## src/rtl/wm8731_pkg.sv

```systemverilog
// rtl/wm8731_pkg.sv - shared types, constants and parameter check for the WM8731 DAC serializer
//
// Contents:
//   state_t          frame sequencer states (IDLE, SYNC, SHIFT)
//   FRAME_TICKS_48M  en48m ticks available per 32 kHz frame
//   frame_fits()     true when a full (2*WIDTH+1)-BCLK frame fits in one 32 kHz period
package wm8731_pkg;

  typedef enum logic [1:0] {
    IDLE  = 2'd0,
    SYNC  = 2'd1,
    SHIFT = 2'd2
  } state_t;

  localparam int FRAME_TICKS_48M = 1500;

  // One sync BCLK period plus 2*width data periods, each 2*half_bclk ticks long.
  function automatic bit frame_fits(input int width, input int half_bclk);
    return (2 * half_bclk * (2 * width + 1)) < FRAME_TICKS_48M;
  endfunction

endpackage

```

## src/rtl/en_divider.sv

```systemverilog
// rtl/en_divider.sv - clock-enable divider emitting one tick every DIV input enables
//
// Ports:
//   clk      in   system clock
//   reset_n  in   asynchronous active-low reset
//   en       in   input enable to be counted
//   clr      in   synchronous clear; holds the count at 0 and suppresses tick
//   tick     out  single-cycle pulse on the enable that completes each group of DIV
module en_divider #(
  parameter int DIV = 2
) (
  input  logic clk,
  input  logic reset_n,
  input  logic en,
  input  logic clr,
  output logic tick
);

  localparam int CW = (DIV > 1) ? $clog2(DIV) : 1;
  localparam logic [CW-1:0] LAST = CW'(DIV - 1);

  logic [CW-1:0] cnt;

  // Combinational so the consumer acts in the same cycle as the wrapping enable.
  assign tick = en && !clr && (cnt == LAST);

  always_ff @(posedge clk or negedge reset_n) begin
    if (!reset_n) begin
      cnt <= '0;
    end else if (clr) begin
      cnt <= '0;
    end else if (en) begin
      cnt <= (cnt == LAST) ? '0 : cnt + 1'b1;
    end
  end

endmodule

```

## src/rtl/wm8731_dac_serializer.sv

```systemverilog
// rtl/wm8731_dac_serializer.sv - mono sample to WM8731 DSP mode A (LRP=0) DAC serializer, FPGA master
//
// Ports:
//   clk        in   system clock (240 MHz)
//   reset_n    in   asynchronous active-low reset
//   en48m      in   48 MHz clock enable, single-cycle pulse
//   en32k      in   frame strobe, coincident with an en48m pulse
//   audio_dat  in   signed sample, captured only on en32k while idle
//   mclk       out  free-running codec master clock
//   bclk       out  bit clock, idle low between frames
//   dac_lr_ck  out  frame sync pulse, one BCLK period wide
//   dac_dat    out  serial data, MSB first, left slot then right slot
//   busy       out  high while a frame is in progress
//   overrun    out  sticky flag: en32k arrived while busy
module wm8731_dac_serializer
  import wm8731_pkg::*;
#(
  parameter int WIDTH     = 16,
  parameter int HALF_BCLK = 20,
  parameter int MCLK_DIV  = 2
) (
  input  logic             clk,
  input  logic             reset_n,
  input  logic             en48m,
  input  logic             en32k,
  input  logic [WIDTH-1:0] audio_dat,
  output logic             mclk,
  output logic             bclk,
  output logic             dac_lr_ck,
  output logic             dac_dat,
  output logic             busy,
  output logic             overrun
);

  localparam int  SW        = 2 * WIDTH;
  localparam int  BW        = $clog2(SW);
  localparam logic [BW-1:0] LAST_BIT = BW'(SW - 1);
  localparam bit  PARAMS_OK = frame_fits(WIDTH, HALF_BCLK);

  state_t          state;
  logic [SW-1:0]   sreg;
  logic [BW-1:0]   bit_cnt;
  logic            mclk_tick;
  logic            half_tick;

  always_ff @(posedge clk) begin
    assert (PARAMS_OK)
      else $error("wm8731_dac_serializer: WIDTH/HALF_BCLK frame exceeds the 32 kHz period");
  end

  en_divider #(.DIV(MCLK_DIV)) u_mclk_div (
    .clk     (clk),
    .reset_n (reset_n),
    .en      (en48m),
    .clr     (1'b0),
    .tick    (mclk_tick)
  );

  // Held cleared while idle so every frame starts with a full first half-period.
  en_divider #(.DIV(HALF_BCLK)) u_bclk_div (
    .clk     (clk),
    .reset_n (reset_n),
    .en      (en48m),
    .clr     (state == IDLE),
    .tick    (half_tick)
  );

  always_ff @(posedge clk or negedge reset_n) begin
    if (!reset_n) begin
      mclk <= 1'b0;
    end else if (mclk_tick) begin
      mclk <= ~mclk;
    end
  end

  // A half tick while bclk is high is a falling edge: the only point where
  // dac_dat changes, keeping it stable across every rising edge.
  always_ff @(posedge clk or negedge reset_n) begin
    if (!reset_n) begin
      state     <= IDLE;
      sreg      <= '0;
      bit_cnt   <= '0;
      bclk      <= 1'b0;
      dac_lr_ck <= 1'b0;
      dac_dat   <= 1'b0;
      busy      <= 1'b0;
      overrun   <= 1'b0;
    end else begin
      // Strobe outside IDLE (including the final falling-edge cycle) is dropped.
      if (en32k && state != IDLE) begin
        overrun <= 1'b1;
      end

      case (state)
        IDLE: begin
          bclk <= 1'b0;
          if (en32k) begin
            sreg      <= {audio_dat, audio_dat};
            dac_lr_ck <= 1'b1;
            busy      <= 1'b1;
            state     <= SYNC;
          end
        end

        SYNC: begin
          if (half_tick) begin
            bclk <= ~bclk;
            if (bclk) begin
              dac_lr_ck <= 1'b0;
              dac_dat   <= sreg[SW-1];
              bit_cnt   <= '0;
              state     <= SHIFT;
            end
          end
        end

        SHIFT: begin
          if (half_tick) begin
            bclk <= ~bclk;
            if (bclk) begin
              if (bit_cnt == LAST_BIT) begin
                dac_dat <= 1'b0;
                busy    <= 1'b0;
                state   <= IDLE;
              end else begin
                sreg    <= {sreg[SW-2:0], 1'b0};
                dac_dat <= sreg[SW-2];
                bit_cnt <= bit_cnt + 1'b1;
              end
            end
          end
        end

        default: begin
          state <= IDLE;
        end
      endcase
    end
  end

endmodule

```

## config.mk

```make
export PLATFORM = sky130hd
export DESIGN_NAME = wm8731_dac_serializer
export DESIGN_NICKNAME = d
export VERILOG_FILES = /design/src/rtl/wm8731_pkg.sv /design/src/rtl/en_divider.sv /design/src/rtl/wm8731_dac_serializer.sv
export SDC_FILE = /design/constraint.sdc
export NUM_CORES = 1
export LEC_CHECK = 0
export ABC_AREA = 1
export CORE_MARGIN = 3
export CORE_UTILIZATION = 35
export CTS_BUF_LIST = sky130_fd_sc_hd__clkbuf_16
export CTS_CLUSTER_SIZE = 20
export DETAILED_ROUTE_END_ITERATION = 10
export RECOVER_POWER = 100
export REMOVE_ABC_BUFFERS = 1
export SLEW_MARGIN = 20
export SYNTH_ARGS = -nofsm -noshare
export SYNTH_HDL_FRONTEND = slang
export SYNTH_SLANG_ARGS = --single-unit
```

## constraint.sdc

```tcl
create_clock -name clk -period 2.8 [get_ports clk]
set_clock_uncertainty 0.1 [all_clocks]
set_input_delay 0.28 -clock clk [delete_from_list [all_inputs] [get_ports clk]]
set_output_delay 0.28 -clock clk [all_outputs]
set_load 0.01 [all_outputs]
```

=== Word-level counts from Yosys, hierarchy flattened ===
Index checks and enable logic that the tools add are counted.

* Bits in registers: 51
* Bits of input ports: 20
* Word-level logic and storage cells: 86

* $add $sub $neg: 3
* Equal/unequal tests: 12
* Muxes and demuxes: 38
* Bitwise logic cells: 2
* Reductions and logical operators: 20

{| class="wikitable"
|+ Operators by type and width
! kind !! number
|-
| 2-to-1 mux 32 bit || 4
|-
| case mux 32 bit (2 select lines) || 1
|-
| 2-to-1 mux 5 bit || 8
|-
| AND reduction 5 bit || 3
|-
| inequality test 2 bit, second input constant || 7
|-
| 2-to-1 mux 1 bit || 13
|-
| 2-to-1 mux 2 bit || 6
|-
| AND reduction 6 bit || 2
|-
| nonzero test 2 bit || 6
|-
| adder 5 x 1 -> 5 bit, second input constant || 2
|-
| == test 5 bit, second input constant || 2
|-
| case mux 5 bit (2 select lines) || 1
|-
| case mux 1 bit (2 select lines) || 4
|-
| case mux 2 bit (3 select lines) || 1
|-
| logical AND 1 bit || 4
|-
| AND reduction 4 bit || 1
|-
| == test 2 x 1 -> 1 bit, second input constant || 1
|-
| == test 2 bit, second input constant || 1
|-
| zero test 2 bit || 1
|-
| inequality test 2 x 1 -> 1 bit, second input constant || 1
|-
| inverter 1 bit || 2
|-
| AND reduction 2 bit || 1
|-
| OR reduction 2 bit || 1
|-
| adder 1 bit, second input constant || 1
|-
| zero test 1 bit || 1
|}

=== Logic depth before layout (Yosys ltp) ===
Gate-level depths: netlist (run 1).

* Word-level depth: 6
* Mapped depth: 11

=== Hierarchy ===
A second synthesis (run 1) with hierarchy kept.

* Cells, all modules: 332
* Area total of the unflattened synthesis: 2783.9 um^2

{| class="wikitable"
|+ Modules (own cells, without submodules)
! module !! times used !! cells each !! area an instance (um^2) !! sequential area each (um^2)
|-
| wm8731_dac_serializer || 1 || 286 || 2432.3 || 1126.1
|-
| en_divider at u_bclk_div || 1 || 39 || 301.5 || 125.1
|-
| en_divider at u_mclk_div || 1 || 7 || 50.0 || 25.0
|}

=== Worst setup path after synthesis (run 1) ===
No wires, ideal clock.

* Kind: register -> register
* Start point: register bit_cnt[0]
* End point: register sreg[0]
* Setup time: 0.117 ns
* Data arrival time: 1.595 ns
* Required time: 2.583 ns
* Setup slack: 0.989 ns
* Stages on the path, launching flop included: 12
* Period minus slack after synthesis: 1.811 ns
* Path through: dfrtp_1 -> ha_1 -> nand2_1 -> nor2_1 -> ha_1 -> inv_1 -> nand2_4 -> a21oi_4 -> nand2_4 -> buf_6 -> nand2_1 -> nand2_1

* Longest elaborated chain between the ends: 3

{| class="wikitable"
|+ Ends and longest elaborated chain
! element !! RTL line !! text
|-
| from (decl) || wm8731_dac_serializer.sv:42 || <nowiki>logic [BW-1:0] bit_cnt;</nowiki>
|-
| from (signal assigned) || wm8731_dac_serializer.sv:128 || <nowiki>bit_cnt <= bit_cnt + 1'b1;</nowiki>
|-
| == test 5 bit || wm8731_dac_serializer.sv:121 || <nowiki>if (bit_cnt == LAST_BIT) begin</nowiki>
|-
| inequality test 2 bit (no source line) || -- ||
|-
| AND reduction 5 bit (no source line) || -- ||
|-
| to (signal assigned) || wm8731_dac_serializer.sv:98 || <nowiki>sreg <= {audio_dat, audio_dat};</nowiki>
|-
| to (signal assigned) || wm8731_dac_serializer.sv:126 || <nowiki>sreg <= {sreg[SW-2:0], 1'b0};</nowiki>
|-
| to (decl) || wm8731_dac_serializer.sv:41 || <nowiki>logic [SW-1:0] sreg;</nowiki>
|}

No other way between the ends.
A chain may end at the register's enable or synchronous reset.

=== Worst setup path in the final report (run 1) ===
* Start point: register state[0]
* End point: register sreg[31]

* Longest elaborated chain between the ends: 6

{| class="wikitable"
|+ Ends and longest elaborated chain
! element !! RTL line !! text
|-
| from (decl) || wm8731_dac_serializer.sv:40 || <nowiki>state_t state;</nowiki>
|-
| from (signal assigned) || wm8731_dac_serializer.sv:80 || <nowiki>state <= IDLE;</nowiki>
|-
| from (signal assigned) || wm8731_dac_serializer.sv:101 || <nowiki>state <= SYNC;</nowiki>
|-
| from (signal assigned) || wm8731_dac_serializer.sv:112 || <nowiki>state <= SHIFT;</nowiki>
|-
| zero test 2 bit || wm8731_dac_serializer.sv:64, wm8731_dac_serializer.sv:94 ||
|-
| zero test 1 bit || en_divider.sv:25 || <nowiki>assign tick = en && !clr && (cnt == LAST);</nowiki>
|-
| logical AND 1 bit (2 in a row) || en_divider.sv:25 ||
|-
| inequality test 2 bit (no source line) || -- ||
|-
| AND reduction 5 bit (no source line) || -- ||
|}

Parallel ways exist; a longest one is shown, timed or not.

==> flow_summary.json, run 1 <==
{
  "status": "completed",
  "insertion_delay_ns": 0.29,
  "ctsHtreeMaxLevel": 2,
  "wl_per_cell_um": 11.4,
  "clock_path_buffers": 2,
  "synth.avg_cell_area_sq_um": 7.59,
  "critPathMaxFanout": 16,
  "yosys_warnings": 0,
  "final_area_sq_um": 3210,
  "grt_max_degree": 52,
  "power_density_nw_per_um2": 1060,
  "drt_pass1_iterations": 4,
  "pwr-share-comb_pct": 43.9,
  "cts_root_buf": "clkbuf_16",
  "critPathMaxStageDelay_ns": 0.60,
  "grtUsageTotal_pct": 13.9,
  "grt.overflow.total": 0,
  "setup_violations": 0,
  "worstMarginPinSlew_ns": 1.26,
  "dpl_cell_area_sq_um": 3060,
  "cts_tree": "built",
  "layout_min_cycle_time_ns": 2.35,
  "ys_types": 24,
  "synthCells": 365,
  "yosysTopAreaCellShare_pct": 46.1,
  "path_cells": "inv_1, ha_1, buf_4, inv_1, clkbuf_1, nand2_1, o21ai_0, nand3_1, nand2_1",
  "maxCapViolations": 0,
  "synth.largest_area_cell": "dfrtp_1",
  "power_switching_share_pct": 41.7,
  "drt-initial-drc-count": 105,
  "numClockSinks": 51,
  "drv_slew": 0,
  "cts_buffers": 5,
  "hold_violations": 0,
  "hold_path.class": "primary input to asynchronous set/reset pin",
  "critical_path_class": "flop to flop",
  "io_buffers": 25,
  "postCtsHoldBufs": 0,
  "die_w_um": 94.9,
  "routed_wl_mm": 5.56,
  "synth_edf_count": 0,
  "power.share.clock_pct": 20.4,
  "grt_pass1_wl_mm": 9.81,
  "viasPerCell": 4.63,
  "fmax_mhz": 426,
  "slew_headroom_pct": 15.9,
  "internal_power_mw": 1.99,
  "drc": 0,
  "drtAntennaViolNets": 0,
  "finalCritPeriodShare_pct": 83.8,
  "drive_above_1_share_pct": 5.41,
  "synth_area_sq_um": 2770,
  "seqPwrFrac_pct": 35.8,
  "dieArea_sq_um": 9010,
  "async_reset_ff_share_pct": 100,
  "vias": 2254,
  "peakVddDrop_mv": 0.484,
  "clkSlewWorstSetupHoldPaths_ns": 0.07,
  "fp.coreArea_sq_um": 7450,
  "ctsResizeCount": 0,
  "layout.nets": 415,
  "ios": 26,
  "antenna_found_initial": 0,
  "cp.required_ns": 2.93,
  "ys_ff_latch": 51,
  "slowest_stage": "clkbuf_1",
  "area_delta_synth_final_pct": 16.1,
  "cts_setup_buffers": 0,
  "dpl.hpwl_mm": 3.63,
  "power_switching_mw": 1.43,
  "p_leak_nw": 1.69,
  "arrival_ns": 2.48,
  "rows": 31,
  "crit_path_start_kind": "flop",
  "synth.area.top_cells": "dfrtp_1 46%, nand2_1 25%, nand3_1 8.3%",
  "die_h_um": 94.9,
  "first_global_vias": 2151,
  "cp-end-kind": "flop",
  "place.gp.congestion": 0.721,
  "tns_ns": 0,
  "rsz0062_at_grt": "no",
  "diodes": 0,
  "start_util_pct": 37.2,
  "ys.flop_type": "dfrtp_1",
  "ys_seq_area_share_pct": 46.1,
  "power.total_mw": 3.42
}
area by class of cell:
cell class,count,area (sq um)
Clock inverter,3,42.5
Inverter,18,67.6
Clock buffer,5,125
Sequential cell,51,1280
Fill cell,781,4230
Multi-Input combinational cell,280,1290
Tap cell,99,124
Timing Repair Buffer,31,284
cells in the final DEF (no fill, tap or decap), drive strengths merged:
cell type      instances
dfrtp                 51
clkdlybuf4s50         17
a21oi                  5
xor2                   2
xnor2                  2
inv                   19
o211ai                 1
clkinv                 1
nor2                   9
nand3b                 1
a22oi                  1
o21bai                 1
o21ai                  8
bufinv                 1
buf                    5
nand2                193
nand3                 46
dlygate4sd3            7
nand4                  2
ha                     8
clkbuf                 7
a22o                   1
synth_stat cells (3+ instances only):
cell      number
clkbuf_1       5
inv_1         17
buf_6          7
dfrtp_1       51
nand2_1      188
nor2_1         8
a21oi_1        3
buf_4          4
nand2_4        3
nand3_1       46
ha_1           8
o21ai_0        8
power by group through the flow:
| stage | clock [mW] | combinational [mW] | sequential, mW |
|---|---|---|---|
| finish | 0.696 | 1.50 | 1.22 |
| global route | 0.751 | 1.76 | 1.26 |
| CTS | 0.714 | 1.55 | 1.22 |
| detailed placement | 0 | 1.54 | 1.23 |
| global placement | 0 | 1.51 | 1.24 |
| floorplan | 0 | 1.10 | 1.21 |
metrics by stage:
step	cells	utilization, %	hold slack [ns]	setup WS [ns]
global route	487	43.2	0.349	0.230
finish	487	43.2	0.213	0.453
floorplan	349	-	-0.116	-0.00231
detailed placement	479	41.0	0.342	0.577
CTS	487	43.3	0.0262	0.573
global placement	479	41.0	0.346	0.638
kinds of logic after synthesis:
group                    share of synthesized area, %
AND/OR/NAND/NOR                                  37.7
flip-flops                                       46.1
buffers and inverters                            7.05
AO/OA/AOI/OAI                                    4.29
adder cells (fa/ha/maj)                          3.62
XOR/XNOR                                         1.27
flip-flops by register name (all words and copies together) (netlist names):
name and flops:
dac_dat 1, u_mclk_div.cnt 1, mclk 1, dac_lr_ck 1, state 2, busy 1
overrun 1, bclk 1, bit_cnt 5, u_bclk_div.cnt 5, sreg 32
final timing paths:
kind,from,endpoint,cells after the start,slack [ns]
max in group asynchronous,reset_n,bit_cnt[1]$_DFFE_PN0P_,2,1.59
setup / recovery,state[0]$_DFFE_PN0P_,sreg[31]$_DFFE_PN0P_,9,0.45
hold / removal,reset_n,sreg[24]$_DFFE_PN0P_,2,0.21
min in group clk,dac_dat$_DFFE_PN0P_,dac_dat$_DFFE_PN0P_,2,0.37
hold reg to reg,dac_dat$_DFFE_PN0P_,dac_dat$_DFFE_PN0P_,2,0.37
setup reg to reg,state[0]$_DFFE_PN0P_,sreg[31]$_DFFE_PN0P_,9,0.45
layer usage:
| metal | GRT usage [%] | up-vias | wire [um] |
|---|---|---|---|
| met3 | 2.95 | 8 | 167 |
| met2 | 22.8 | 25 | 2540 |
| li1 | - | 1183 | - |
| met5 | 0 | - | 0 |
| met4 | 6.01 | 0 | 93 |
| met1 | 17.8 | 1038 | 2760 |
worst max-delay path, delay by kind of cell, from the launching register on:
kind	cells	cell delay (ns)
AO/OA/AOI/OAI	1	0.11
adder cells (fa/ha/maj)	1	0.21
buffers and inverters	4	1.12
flip-flops	1	0.41
AND/OR/NAND/NOR	3	0.34
(Power assumes the default switching activity.)
==> run 2: changes to the inputs <==
==> constraint.sdc (replaced) <==
create_clock -name clk -period 2.14 [get_ports clk]
set_clock_uncertainty 0.1 [all_clocks]
set_input_delay 0.214 -clock clk [delete_from_list [all_inputs] [get_ports clk]]
set_output_delay 0.214 -clock clk [all_outputs]
set_load 0.01 [all_outputs]
==> run 2 against run 1 <==
Compared with the run above: non-clock buffer count is 5 higher; combinational power rose by 43%; worst setup slack lost 0.28 ns; clock power increased by 7.3%; die area stayed put; hold slack better by 0.15 ns; first-iteration DRC count decreased by 30%; wire length grew 2.3%; sequential power rose by 31%; core utilization up 0.86 points; flip-flop and latch count unchanged; critical path depth decreased by 1.
==> flow_summary.json, run 2 (synthesis gave the netlist of run 1 again) <==
{
  "dieArea_sq_um": 9010,
  "clkSlewWorstSetupHoldPaths_ns": 0.07,
  "crit_path_start_kind": "flop",
  "cts_buffers": 5,
  "reg_top3": "sreg (32), bit_cnt (5), u_bclk_div.cnt (5)",
  "drv_slew": 0,
  "hold_violations": 0,
  "wl_per_cell_um": 11.6,
  "viasPerCell": 4.69,
  "setup_violations": 0,
  "insertion_delay_ns": 0.28,
  "whs_ns": 0.362,
  "dpl.hpwl_mm": 3.78,
  "drt-initial-drc-count": 73,
  "clock_path_buffers": 2,
  "maxCapViolations": 0,
  "ios": 26,
  "cts_root_buf": "clkbuf_16",
  "area_delta_synth_final_pct": 18.4,
  "pwr-share-comb_pct": 47.8,
  "antenna_found_initial": 0,
  "drc": 0,
  "critPathMaxStageDelay_ns": 0.40,
  "final_cell_mix": "188 x nand2_1, 51 x dfrtp_1, 46 x nand3_1, 17 x inv_1, 17 x clkdlybuf4s50_1",
  "internal_power_mw": 2.60,
  "numClockSinks": 51,
  "power.share.clock_pct": 16.6,
  "path_cells": "inv_1, ha_1, nor2_4, nand3_1, a21oi_4, nand2_2, nand2_1, nand2_1",
  "io_buffers": 25,
  "arrival_ns": 2.04,
  "drt_pass1_iterations": 4,
  "rows": 31,
  "final_area_sq_um": 3280,
  "peakVddDrop_mv": 0.585,
  "power_density_nw_per_um2": 1370,
  "first_global_vias": 2207,
  "power.total_mw": 4.49,
  "routed_wl_mm": 5.68,
  "layout.nets": 420,
  "critPathMaxFanout": 7,
  "slowest_stage": "dfrtp_1",
  "p_leak_nw": 1.72,
  "place.gp.congestion": 0.752,
  "tns_ns": 0,
  "cts_tree": "built",
  "grt.overflow.total": 0,
  "dp_cells": 481,
  "cp.required_ns": 2.21,
  "final_cells": 491,
  "hold_path.class": "flop to flop",
  "largest_register_ffs": 32,
  "drive_above_1_share_pct": 6.63,
  "start_util_pct": 37.2,
  "cpLargestDelayFamily": "simple AND/OR/NAND/NOR gates",
  "regMostFlops": "sreg",
  "die_w_um": 94.9,
  "fp.coreArea_sq_um": 7450,
  "cp-end-kind": "flop",
  "grtUsageTotal_pct": 13.7,
  "vias": 2304,
  "critical_path_class": "flop to flop",
  "final_common_cell": "nand2_1",
  "dpl_cell_area_sq_um": 3110,
  "power_switching_mw": 1.89,
  "layout_min_cycle_time_ns": 1.96,
  "crit_path_frequent_cell": "nand2_1",
  "ctsHtreeMaxLevel": 2,
  "fmax_mhz": 509,
  "grt_pass1_wl_mm": 9.84,
  "slew_headroom_pct": 12.9,
  "diodes": 0,
  "power_switching_share_pct": 42.0,
  "seqPwrFrac_pct": 35.5,
  "drtAntennaViolNets": 0,
  "status": "completed",
  "die_h_um": 94.9,
  "grt_max_degree": 33,
  "rsz0062_at_grt": "no",
  "path_buf_inv": 1,
  "worstMarginPinSlew_ns": 1.31,
  "nFillCells": 768,
  "finalCritPeriodShare_pct": 91.7
}
## run 2: cell count changes in the layout (fill, tap and decap cells not counted), sizes merged
cell         before  now
buf               5   10
bufinv            1    0
clkbuf            7    6
clkinv            1    2
dlygate4sd3       7    8
inv              19   18
## run 2: layer usage
metal	wire, um	vias to the layer above	track usage, %
met1	2810	1049	18.6
met3	173	11	2.31
met2	2590	40	22.0
met5	0	-	0
met4	105	0	4.69
li1	-	1204	-
## run 2: power by group through the flow
| stage | Combinational [mW] | Sequential, mW | Clock [mW] |
|---|---|---|---|
| 6_report | 2.15 | 1.60 | 0.747 |
| 5_1_grt | 2.49 | 1.65 | 0.817 |
| 4_1_cts | 2.12 | 1.60 | 0.774 |
| 3_5_place_dp | 2.11 | 1.61 | 0 |
| 3_3_place_gp | 2.08 | 1.61 | 0 |
| 2_1_floorplan | 1.44 | 1.58 | 0 |
## run 2: final timing paths
check / cells past startpoint / start / slack (ns) / end
min in group asynchronous: 2 / reset_n / 0.65 / sreg[8]$_DFFE_PN0P_
worst max register to register: 8 / state[0]$_DFFE_PN0P_ / 0.18 / bit_cnt[2]$_DFFE_PN0P_
worst max-delay path: 8 / state[0]$_DFFE_PN0P_ / 0.18 / bit_cnt[2]$_DFFE_PN0P_
max in group asynchronous: 3 / reset_n / 0.52 / dac_lr_ck$_DFFE_PN0P_
worst min-delay path: 1 / u_mclk_div.cnt$_DFFE_PN0P_ / 0.36 / u_mclk_div.cnt$_DFFE_PN0P_
worst min register to register: 1 / u_mclk_div.cnt$_DFFE_PN0P_ / 0.36 / u_mclk_div.cnt$_DFFE_PN0P_
## run 2: layout make-up
class | count | area (sq um) | area share (%)
multi-input combinational | 280 | 1310 | 40.0
clock inverter | 2 | 8.76 | 0.267
clock buffer | 5 | 125 | 3.82
inverter | 18 | 67.6 | 2.06
timing repair buffer | 36 | 367 | 11.2
sequential | 51 | 1280 | 38.9
tap | 99 | 124 | 3.78
## run 2: worst register-to-register path, delay by kind of cell (launching register included)
family	cells	cell delay [ns]
AND/OR/NAND/NOR	5	0.66
flip-flops	1	0.40
adder cells (fa/ha/maj)	1	0.32
AO/OA/AOI/OAI	1	0.26
buffers and inverters	1	0.10
## run 2: timing repair
| item | in CTS | in global routing |
|---|---|---|
| resized for setup | 0 | 2 |
| hold buffers | 1 | 0 |
| setup buffers | 0 | 2 |
| hold endpoints to repair | 21 | 0 |
| setup endpoints to repair | 0 | 38 |
## run 2: through the flow
| step | utilization, % | setup WS, ns |
|---|---|---|
| finish | 44.0 | 0.177 |
| floorplan | - | -0.662 |
| detailed placement | 41.7 | 0.145 |
| global placement | 41.7 | 0.183 |
| CTS | 43.7 | 0.117 |
| global route | 44.0 | 0.0194 |
==> run 3: changes to the inputs <==
==> constraint.sdc (replaced) <==
create_clock -name clk -period 1.65 [get_ports clk]
set_clock_uncertainty 0.1 [all_clocks]
set_input_delay 0.165 -clock clk [delete_from_list [all_inputs] [get_ports clk]]
set_output_delay 0.165 -clock clk [all_outputs]
set_load 0.01 [all_outputs]
==> run 3 against run 2 <==
Compared with the run above: the flow now finishes with violations (negative setup slack); non-clock buffer count up 32; sequential power increased by 29%; register-to-register slack worse by 0.37 ns; hold slack better by 0.0030 ns; flip-flop and latch count stayed put; worst setup slack worse by 0.37 ns; critical path depth is 3 higher; clock power up 42%; power grew 56%; fmax increased by 6.5%; largest cell class unchanged.
==> flow_summary.json, run 3 (synthesis gave the netlist of run 1 again) <==
{
  "drtAntennaViolNets": 0,
  "rows": 31,
  "fmax_mhz": 543,
  "multi_input_area_sq_um": 1410,
  "ios": 26,
  "rsz0062_at_grt": "yes",
  "dpl_cell_area_sq_um": 3270,
  "antenna_found_initial": 0,
  "p_leak_nw": 1.92,
  "violations": "negative setup slack",
  "insertion_delay_ns": 0.29,
  "clkSlewWorstSetupHoldPaths_ns": 0.07,
  "tns_ns": -7.02,
  "cts_tree": "built",
  "setup_ws_ns": -0.193,
  "setup_violations": 41,
  "pre_cts_ws_ns": -0.293,
  "slowest_stage": "dfrtp_1",
  "routed_wl_mm": 6.48,
  "grt_max_degree": 52,
  "final_area_sq_um": 3720,
  "slew_headroom_pct": 52.6,
  "dpl.hpwl_mm": 3.76,
  "start_util_pct": 37.2,
  "finalCritPeriodShare_pct": 112,
  "hold_path.class": "flop to flop",
  "dieArea_sq_um": 9010,
  "clock_path_buffers": 2,
  "drt-initial-drc-count": 89,
  "place.gp.congestion": 0.782,
  "seqCellArea_sq_um": 1280,
  "final_util_pct": 49.9,
  "arrival_ns": 1.98,
  "first_global_vias": 2363,
  "largest_register_ffs": 32,
  "cts_root_buf": "clkbuf_16",
  "status": "finished with violations",
  "critPathMaxStageDelay_ns": 0.41,
  "dp_cells": 501,
  "grt.overflow.total": 0,
  "drive_above_1_share_pct": 19.7,
  "nFillCells": 717,
  "crit_path_start_kind": "flop",
  "grt_pass1_wl_mm": 10.9,
  "diodes": 0,
  "peakVddDrop_mv": 0.900,
  "drc": 0,
  "drt_pass1_iterations": 4,
  "worstMarginPinSlew_ns": 0.712,
  "whs_ns": 0.365,
  "final_common_cell": "nand2_1",
  "viasPerCell": 4.69,
  "die_h_um": 94.9,
  "cts_buffers": 5,
  "maxCapViolations": 0,
  "io_buffers": 25,
  "critPathMaxFanout": 16,
  "hold_violations": 0,
  "area_delta_synth_final_pct": 34.3,
  "wl_per_cell_um": 12.3,
  "final_cell_mix": "180 x nand2_1, 51 x dfrtp_1, 40 x nand3_1, 25 x buf_4, 18 x clkdlybuf4s50_1",
  "path_cells": "ha_2, nand2_2, nor2_2, ha_2, inv_2, nand2_4, a21oi_4, buf_4, buf_12, nand3_1, nand2_1",
  "regMostFlops": "sreg",
  "crit_path_frequent_cell": "ha_2",
  "numClockSinks": 51,
  "layout.nets": 453,
  "drv_slew": 0,
  "ctsHtreeMaxLevel": 2,
  "cp.required_ns": 1.79,
  "layout_min_cycle_time_ns": 1.84,
  "cp-end-kind": "flop",
  "critical_path_class": "flop to flop",
  "vias": 2463,
  "reg_top3": "sreg (32), bit_cnt (5), u_bclk_div.cnt (5)",
  "final_cells": 525,
  "power.total_mw": 6.99,
  "die_w_um": 94.9,
  "power_density_nw_per_um2": 1880,
  "grtUsageTotal_pct": 15.3,
  "fp.coreArea_sq_um": 7450
}
==> run 3: metal layers <==
layer  track usage (%)  share of wire [%]
met5                 0                  0
met4              3.73                1.3
met3              2.47                3.6
met2              25.9                 48
met1              20.6                 47
==> run 3: repair_timing <==
action / in CTS / in global routing
endpoints found under the setup margin: 42 / 42
hold endpoints to repair: 51 / 0
buffers inserted: 7 / 5
gates resized for setup: 17 / 23
hold buffers: 1 / 0
pin swaps: 5 / 11
gates cloned: 3 / 1
==> run 3: worst paths after layout <==
path                                            startpoint                         end  slack (ns)  cells past startpoint
worst max-delay path                bit_cnt[1]$_DFFE_PN0P_        sreg[29]$_DFFE_PN0P_       -0.19                     11
worst max register to register      bit_cnt[1]$_DFFE_PN0P_        sreg[29]$_DFFE_PN0P_       -0.19                     11
worst min-delay path            u_mclk_div.cnt$_DFFE_PN0P_  u_mclk_div.cnt$_DFFE_PN0P_        0.37                      1
worst min register to register  u_mclk_div.cnt$_DFFE_PN0P_  u_mclk_div.cnt$_DFFE_PN0P_        0.37                      1
min in group asynchronous                          reset_n        sreg[24]$_DFFE_PN0P_        0.46                      3
max in group asynchronous                          reset_n       dac_lr_ck$_DFFE_PN0P_        0.51                      3
==> run 3: layout make-up <==
| class | count | area share [%] |
|---|---|---|
| inverters | 18 | 1.82 |
| multi-input cells | 281 | 38.0 |
| repair buffers | 68 | 18.5 |
| flip-flops and latches | 51 | 34.3 |
| clock buffers | 5 | 3.36 |
| clock inverters | 3 | 0.639 |
| well taps | 99 | 3.33 |
==> run 3: worst max-delay path, delay by kind of cell (launching register included) <==
family / cells / cell delay, ns
compound gates: 1 / 0.19
fa+ha+maj: 2 / 0.39
buf+inv: 3 / 0.35
flops: 1 / 0.41
simple gates: 5 / 0.34
==> run 3: power breakdown <==
| group | total [mW] | switching (mW) | internal (mW) |
|---|---|---|---|
| sequential | 2.06 | 0.280 | 1.78 |
| clock | 1.06 | 0.493 | 0.571 |
| combinational | 3.86 | 2.11 | 1.75 |
